==> config.mk <==
export PLATFORM = sky130hd
export DESIGN_NAME = demux13_5_reg
export DESIGN_NICKNAME = d
export VERILOG_FILES = /design/src/rtl/mux_pkg.sv /design/src/rtl/demux13_5_reg_slot.sv /design/src/rtl/demux13_5_reg.sv
export SDC_FILE = /design/constraint.sdc
export NUM_CORES = 1
export LEC_CHECK = 0
export ABC_AREA = 0
export ABC_CLOCK_PERIOD_IN_PS = 2530
export CELL_PAD_IN_SITES_DETAIL_PLACEMENT = 0
export CELL_PAD_IN_SITES_GLOBAL_PLACEMENT = 1
export CORE_UTILIZATION = 33
export CTS_CLUSTER_DIAMETER = 40
export DETAILED_ROUTE_END_ITERATION = 12
export HOLD_SLACK_MARGIN = 0.06
export PLACE_DENSITY_LB_ADDON = 0.1
export SETUP_SLACK_MARGIN = 0.5
export SLEW_MARGIN = 20
export SYNTH_ARGS = -nofsm -noshare
export SYNTH_HDL_FRONTEND = slang
export SYNTH_SLANG_ARGS = --single-unit
==> constraint.sdc <==
create_clock -name i_clk -period 2.53 [get_ports i_clk]
set_clock_uncertainty 0.05 [all_clocks]
set_input_delay 0.759 -clock i_clk [delete_from_list [all_inputs] [get_ports i_clk]]
set_output_delay 0.759 -clock i_clk [all_outputs]
set_load 0.01 [all_outputs]
==> src/rtl/mux_pkg.sv <==
// Shared constants and types for the 5-way datapath selector and its
// write-side counterpart, the registered 1-to-5 distributor.
package mux_pkg;

  // Width of every routed datapath word.
  localparam int DATA_W = 32;

  // Number of destinations / sources; the datapath is built around exactly five.
  localparam int N_OUT = 5;

  // Selector width; 3 bits covers indices 0..4 with 5..7 left over.
  localparam int SEL_W = 3;

  // Arm taken by the selector when its code is out of range (5..7).
  localparam logic [SEL_W-1:0] SEL_DEFAULT = 3'd0;

  // Highest legal selector code.
  localparam logic [SEL_W-1:0] SEL_MAX = 3'(N_OUT - 1);

  // A single routed datapath word.
  typedef logic [DATA_W-1:0] word_t;

  // A selector code as presented by the producer.
  typedef logic [SEL_W-1:0] sel_t;

endpackage : mux_pkg

==> src/rtl/demux13_5_reg_slot.sv <==
// One destination of the distributor: a single-entry holding register with a
// valid flag. A write and an ack can land in the same cycle, which keeps the
// slot full and gives one word per cycle of throughput.
module demux_slot
  import mux_pkg::*;
#(
  parameter int DATA_W = mux_pkg::DATA_W
) (
  input  logic              i_clk,
  input  logic              i_reset,
  input  logic              i_wr_en,
  input  logic              i_ack,
  input  logic [DATA_W-1:0] i_din,
  output logic [DATA_W-1:0] o_dout,
  output logic              o_valid,
  output logic              o_ready
);

  logic [DATA_W-1:0] r_data;
  logic              r_valid;

  // Hold the routed word; a write always wins, and an ack only empties the slot.
  always_ff @(posedge i_clk) begin
    if (i_reset) begin
      r_data  <= '0;
      r_valid <= 1'b0;
    end else if (i_wr_en) begin
      r_data  <= i_din;
      r_valid <= 1'b1;
    end else if (i_ack && r_valid) begin
      r_valid <= 1'b0;
    end
  end

  // The slot can take a word when empty or when its content leaves this cycle.
  always_comb begin
    o_ready = !r_valid || i_ack;
  end

  assign o_dout  = r_data;
  assign o_valid = r_valid;

endmodule : demux_slot

==> src/rtl/demux13_5_reg.sv <==
// Registered 1-to-5 distributor. Routes one producer word into one of five
// single-entry holding registers picked by a 3-bit selector. Out-of-range
// selector codes fall back to destination 0 and raise a sticky fault flag.
module demux13_5_reg
  import mux_pkg::*;
#(
  parameter int DATA_W = mux_pkg::DATA_W,
  parameter int N_OUT  = mux_pkg::N_OUT,
  parameter int SEL_W  = mux_pkg::SEL_W
) (
  input  logic              i_clk,
  input  logic              i_reset,
  input  logic [SEL_W-1:0]  i_selector,
  input  logic              i_in_valid,
  input  logic [DATA_W-1:0] i_data_in,
  output logic              o_in_ready,
  input  logic              i_ack_0,
  input  logic              i_ack_1,
  input  logic              i_ack_2,
  input  logic              i_ack_3,
  input  logic              i_ack_4,
  output logic [DATA_W-1:0] o_data_0,
  output logic [DATA_W-1:0] o_data_1,
  output logic [DATA_W-1:0] o_data_2,
  output logic [DATA_W-1:0] o_data_3,
  output logic [DATA_W-1:0] o_data_4,
  output logic              o_valid_0,
  output logic              o_valid_1,
  output logic              o_valid_2,
  output logic              o_valid_3,
  output logic              o_valid_4,
  output logic              o_sel_fault
);

  logic [N_OUT-1:0]  w_ack;
  logic [N_OUT-1:0]  w_slot_valid;
  logic [N_OUT-1:0]  w_slot_ready;
  logic [N_OUT-1:0]  w_wr_en;
  logic [DATA_W-1:0] w_slot_data [N_OUT];
  logic [SEL_W-1:0]  w_eff_sel;
  logic              w_sel_oob;
  logic              w_accept;
  logic              r_sel_fault;

  assign w_ack = {i_ack_4, i_ack_3, i_ack_2, i_ack_1, i_ack_0};

  // Fold out-of-range selector codes onto the default arm, as the read-side selector does.
  always_comb begin
    w_sel_oob = (i_selector > SEL_W'(N_OUT - 1));
    w_eff_sel = w_sel_oob ? SEL_DEFAULT : i_selector;
  end

  // Ready reflects only the addressed slot; it never looks at in_valid.
  always_comb begin
    o_in_ready = w_slot_ready[0];
    for (int k = 0; k < N_OUT; k++) begin
      if (w_eff_sel == SEL_W'(k)) begin
        o_in_ready = w_slot_ready[k];
      end
    end
  end

  assign w_accept = i_in_valid && o_in_ready;

  // One independent holding register per destination, written only when addressed.
  for (genvar k = 0; k < N_OUT; k++) begin : g_slot
    assign w_wr_en[k] = w_accept && (w_eff_sel == SEL_W'(k));

    demux_slot #(
      .DATA_W (DATA_W)
    ) u_slot (
      .i_clk   (i_clk),
      .i_reset (i_reset),
      .i_wr_en (w_wr_en[k]),
      .i_ack   (w_ack[k]),
      .i_din   (i_data_in),
      .o_dout  (w_slot_data[k]),
      .o_valid (w_slot_valid[k]),
      .o_ready (w_slot_ready[k])
    );
  end

  // Remember that a word was ever accepted with an illegal selector, until reset.
  always_ff @(posedge i_clk) begin
    if (i_reset) begin
      r_sel_fault <= 1'b0;
    end else if (w_accept && w_sel_oob) begin
      r_sel_fault <= 1'b1;
    end
  end

  assign o_data_0    = w_slot_data[0];
  assign o_data_1    = w_slot_data[1];
  assign o_data_2    = w_slot_data[2];
  assign o_data_3    = w_slot_data[3];
  assign o_data_4    = w_slot_data[4];
  assign o_valid_0   = w_slot_valid[0];
  assign o_valid_1   = w_slot_valid[1];
  assign o_valid_2   = w_slot_valid[2];
  assign o_valid_3   = w_slot_valid[3];
  assign o_valid_4   = w_slot_valid[4];
  assign o_sel_fault = r_sel_fault;

endmodule : demux13_5_reg

== After elaboration in Yosys (flattened, before gate mapping) ==
Cells that the tools add are included.

* Flip-flop bits (word level): 166
* Input port bits: 43
* Output and inout port bits: 167
* Word-level logic and storage cells: 59

* Magnitude comparators: 1
* Eq/ne operators: 4
* Multiplexer cells: 15
* Reduce and logical (&&, ||, !) cells: 28

{| class="wikitable"
|+ Operator list
! cell !! count
|-
| $mux 1 || 14
|-
| $logic_and 1x1->1 || 12
|-
| $reduce_bool 2->1 || 5
|-
| $eq 3x2->1 const B || 2
|-
| $logic_not 1->1 || 5
|-
| $logic_or 1x1->1 || 5
|-
| $eq 3x1->1 const B || 1
|-
| $eq 3x3->1 const B || 1
|-
| $gt 3x3->1 const B || 1
|-
| $logic_not 3->1 || 1
|-
| $mux 3 || 1
|}

== Longest topological paths before layout ==
* Depth after elaboration: 10
* Mapped depth: 6
* Depth with buffers taken out: 4

== Modules after synthesis ==
From an unflattened synthesis, not the netlist that was laid out.

* Cell total of the unflattened synthesis: 566
* Area total of the unflattened synthesis: 6,243.5 um2

{| class="wikitable"
|+ By module, submodules not included
! module !! instances !! cells each !! area an instance (um2) !! sequential area each (um2)
|-
| demux_slot || 5 || 108 || 1,204.9 || 660.6
|-
| demux13_5_reg || 1 || 26 || 219.0 || 20.0
|}

== Worst setup path before layout ==
Ideal clock, no wire load.

* Path kind: input to output
* Start point: in i_selector[0]
* End point: out o_in_ready
* Arrival time: 1.608 ns
* Required time: 1.721 ns
* Path slack: 0.113 ns
* Stages on the path: 4
* Path buffers: 0
* Path through: or3b_1 > nand2_1 > o21ai_0 > a21oi_1

* Cells in the longest elaborated chain, start to end: 7
* Elaborated cells between the ends (all ways): 10
* Classes of those cells: order compare: 1; eq/ne: 4; mux: 5

{| class="wikitable"
|+ RTL lines
! element !! RTL line !! text
|-
| start, declared || demux13_5_reg.sv:13 || <nowiki>input logic [SEL_W-1:0] i_selector,</nowiki>
|-
| $gt 3x3->1 || demux13_5_reg.sv:49 || <nowiki>w_sel_oob = (i_selector > SEL_W'(N_OUT - 1));</nowiki>
|-
| $mux 3 * || demux13_5_reg.sv:50 || <nowiki>w_eff_sel = w_sel_oob ? SEL_DEFAULT : i_selector;</nowiki>
|-
| $eq 3x1->1 || demux13_5_reg.sv:57 || <nowiki>if (w_eff_sel == SEL_W'(k)) begin</nowiki>
|-
| $mux 1 (3 in series) || demux13_5_reg.sv:57 ||
|-
| $mux 1 * || demux13_5_reg.sv:57 ||
|-
| end, declared || demux13_5_reg.sv:16 || <nowiki>output logic o_in_ready,</nowiki>
|}

Mark *: on every way between the ends. The rest lies on a longest branch, timed or not.

== Worst setup path after layout ==
* Start point: in i_selector[1]
* End point: out o_in_ready

Same word-level chain as after synthesis.

==> results.rst <==
.. list-table::
   :header-rows: 1

   * - Metric
     - Value
   * - Initial detailed-routing violation count
     - 250
   * - Share of synthesized area occupied by flip-flops and latches
     - 53.17%
   * - Post-synthesis cell count
     - 702
   * - Critical Path End Type
     - output pin
   * - Critical path class
     - in -> out
   * - Static Leakage
     - 4.228 nW
   * - Number of global-route vias before repair
     - 5639
   * - Post-detailed-placement half-perimeter wirelength
     - around 14000 um
   * - Chip Height
     - between 100 and 150 um
   * - Final ANT Viol Nets
     - 0
   * - CTS Buf Count
     - 17
   * - Clock latency on the worst-skew pair
     - 410 ps
   * - Sequential Area
     - about 0.0033 mm2
   * - Number of antenna violations at the first check in global routing
     - 0
   * - Global-route wire length before repair
     - 30500 um
   * - Die span in x
     - around 140 um
   * - Total inserted antenna cells
     - 0
   * - Outcome
     - finished, final reports clean
   * - H-tree depth
     - 4
   * - Count of distinct cell types in the synthesized netlist
     - 27
   * - Maximum buffer depth of the clock tree
     - 2
   * - Largest net degree at the start of global routing
     - 65
   * - # fillers
     - 1742
   * - Slowest-stage cell, CP
     - or3b_4
   * - # hold bufs at CTS
     - 0
   * - Post-route minimum period
     - 2507 ps
   * - Setup TNS after final layout
     - 0 ps
   * - Achievable clock frequency
     - 0.3989 GHz
   * - Total die area
     - a little under 0.02 mm2
   * - Via count
     - 5496
   * - Hold crit path type
     - reg -> reg
   * - I/O pin count
     - between 200 and 250
   * - Max-cap violation count
     - 0
   * - Number of iterations in the first detailed-routing pass
     - 6
   * - Via density per instance
     - 4.746
   * - Largest stage delay, worst path
     - between 400 and 500 ps
   * - Core utilization of the finished layout
     - about 50%
   * - Final net count
     - around 960
   * - Final-report setup violation count
     - 0
   * - Per-instance average area after synthesis
     - 8.903 um2
   * - WP data required
     - 1720 ps
   * - CTS clock-pin slew for the worst setup and hold paths
     - around 60 ps
   * - Overall power of the completed layout
     - 5.840 mW
   * - Cell at the root of the clock tree
     - clkbuf_16
   * - Series of cell instances along the critical path
     - buf_8, or3b_4, o32a_4, o21ai_2, a21oi_2, buf_2
   * - Synthesized cell area
     - 0.006250 mm2
   * - Worst slew margin relative to its limit
     - 73.70%
   * - Worst Setup Start Kind
     - primary input
   * - Commonest cells after routing, fill and taps aside
     - nand2_1, dlygate4sd2_1, dfxtp_1, a21oi_1, nand2b_1
   * - GR Overflow Total
     - 0
   * - Pwr per Cell Area
     - 630.4 mW/mm2
   * - Data arrival, critical path
     - 1700 ps
   * - Number of buffers inserted by port buffering
     - around 210
   * - Average wire per standard cell
     - between 15 and 20 um
   * - Commonest non-fill, non-tap cell in the layout
     - nand2_1
   * - Final Hold Violating Endpoints
     - 0
   * - Site row count
     - 49
   * - Number of register bits inferred by synthesis
     - 166
   * - Aggregate routed wire length
     - 19130 um
   * - Maximum vdd drop
     - 426.0 uV
   * - Post-synth net total
     - around 750
   * - Unrepaired setup endpoints after global routing
     - yes
   * - Total area of multi-input combinational cells
     - ~0.0028 mm2
   * - Overall fraction of global-route tracks in use
     - 20.17%
   * - Warnings, synthesis
     - 0
   * - Area growth syn-to-layout
     - 48.23%
   * - Clock tree from TritonCTS
     - yes
   * - Placeable Area
     - around 0.018 mm2
   * - Ratio of final minimum period to clock period
     - around 100%
   * - Post-route DRC violation count
     - 0
   * - Crit Path Max Fanout
     - 2
   * - Transition at the pin with the smallest max-transition slack
     - 394.5 ps
   * - GPL Wtd Cong
     - around 0.79
   * - Layout cell share with drive strength beyond 1
     - a little under a tenth
   * - Clock Sink Count
     - 166
   * - Initial standard-cell utilization of the core
     - 34.21%
   * - Max Slew Vio Count
     - 0
power by group:
part           leakage, nW  switching, mW  total, mW  internal (mW)
clock                0.268           1.02       2.52           1.49
combinational         2.61          0.304      0.590          0.286
sequential            1.35         0.0395       2.73           2.69
total                 4.23           1.36       5.84           4.47
layer usage:
| metal | up-vias | track usage [%] | wire (um) |
|---|---|---|---|
| met5 | - | 0 | 0 |
| met4 | 0 | 7.172 | 319 |
| met3 | 22 | 5.334 | 1064 |
| met2 | 154 | 34.28 | 9151 |
| met1 | 2598 | 24.55 | 8591 |
| li1 | 2722 | - | - |
cells in the mapped netlist (all sizes together):
| cell type | n | area [um2] |
|---|---|---|
| a21oi | 103 | 515.5 |
| and4 | 2 | 17.52 |
| and4b | 1 | 10.01 |
| buf | 7 | 56.30 |
| clkbuf | 43 | 161.4 |
| dfxtp | 166 | 3323 |
| inv | 1 | 3.750 |
| mux2 | 1 | 11.26 |
| mux2i | 64 | 640.6 |
| nand2 | 194 | 728.2 |
| nand2b | 103 | 644.4 |
| nand4 | 2 | 12.51 |
| nand4b | 1 | 8.760 |
| nor2 | 3 | 11.26 |
| nor2b | 1 | 6.260 |
| nor3b | 1 | 7.510 |
| o2111a | 1 | 12.51 |
| o2111ai | 1 | 15.01 |
| o211a | 1 | 10.01 |
| o211ai | 2 | 20.02 |
| o21ai | 1 | 5.000 |
| o32a | 1 | 11.26 |
| or3b | 1 | 8.760 |
| xor2 | 1 | 8.760 |
path summary, 6_finish.rpt:
path | slack (ps) | endpoint | cells after the start | from
setup reg to reg | 860 | g_slot[0].u_slot.o_dout[17]$_SDFFE_PP0P_ | 6 | g_slot[1].u_slot.o_valid$_SDFFE_PP0P_
hold reg to reg | 400 | g_slot[4].u_slot.o_dout[13]$_SDFFE_PP0P_ | 2 | g_slot[4].u_slot.o_dout[13]$_SDFFE_PP0P_
setup / recovery | 20 | o_in_ready | 6 | i_selector[1]
hold / removal | 400 | g_slot[4].u_slot.o_dout[13]$_SDFFE_PP0P_ | 2 | g_slot[4].u_slot.o_dout[13]$_SDFFE_PP0P_
critical path: cells and delay by family:
family,cells,cell delay (ps)
buffers and inverters,2,230
AO/OA/AOI/OAI,3,290
AND/OR/NAND/NOR,1,410
through the flow:
stage / setup slack, ps / instances / cell area [um2] / hold slack, ps
2_1_floorplan: 209.5 / 702 / 6279 / 419.6
3_3_place_gp: -772.1 / 1126 / 8832 / 391.0
3_5_place_dp: -790.5 / 1126 / 8832 / 396.2
4_1_cts: 12.81 / 1157 / 9228 / 401.8
5_1_grt: -0.9076 / 1158 / 9264 / 412.9
6_report: 23.30 / 1158 / 9264 / 400.9
state kept, by name, summed over array words and instances, names as in the netlist:
register and count:
o_sel_fault 1, g_slot.u_slot.o_dout 160, g_slot.u_slot.o_valid 5
logic make-up (layout without fill, tap and decap cells):
kind of cell,after synthesis,in the layout,share of synthesized area (%)
mux,65,65,10.43
xor+xnor,1,1,0.1402
flops,166,166,53.17
compound gates,110,110,9.429
buf+inv,51,278,3.543
simple gates,309,309,23.28
repair_timing:
item                                    4_1_cts  5_1_grt
endpoints found under the setup margin      330       13
gates cloned                                  0        0
pin swaps                                     3        2
buffers inserted                              1        1
resized for setup                           200        4
area by class of cell:
type	instances	area share (%)
flip-flops and latches	166	35.87
multi-input cells	485	30.09
clock buffers	22	5.011
inverters	1	0.04052
repair buffers	247	24.80
well taps	229	3.093
clock inverters	8	1.094
Note: power is estimated with default switching activity, not from simulation.
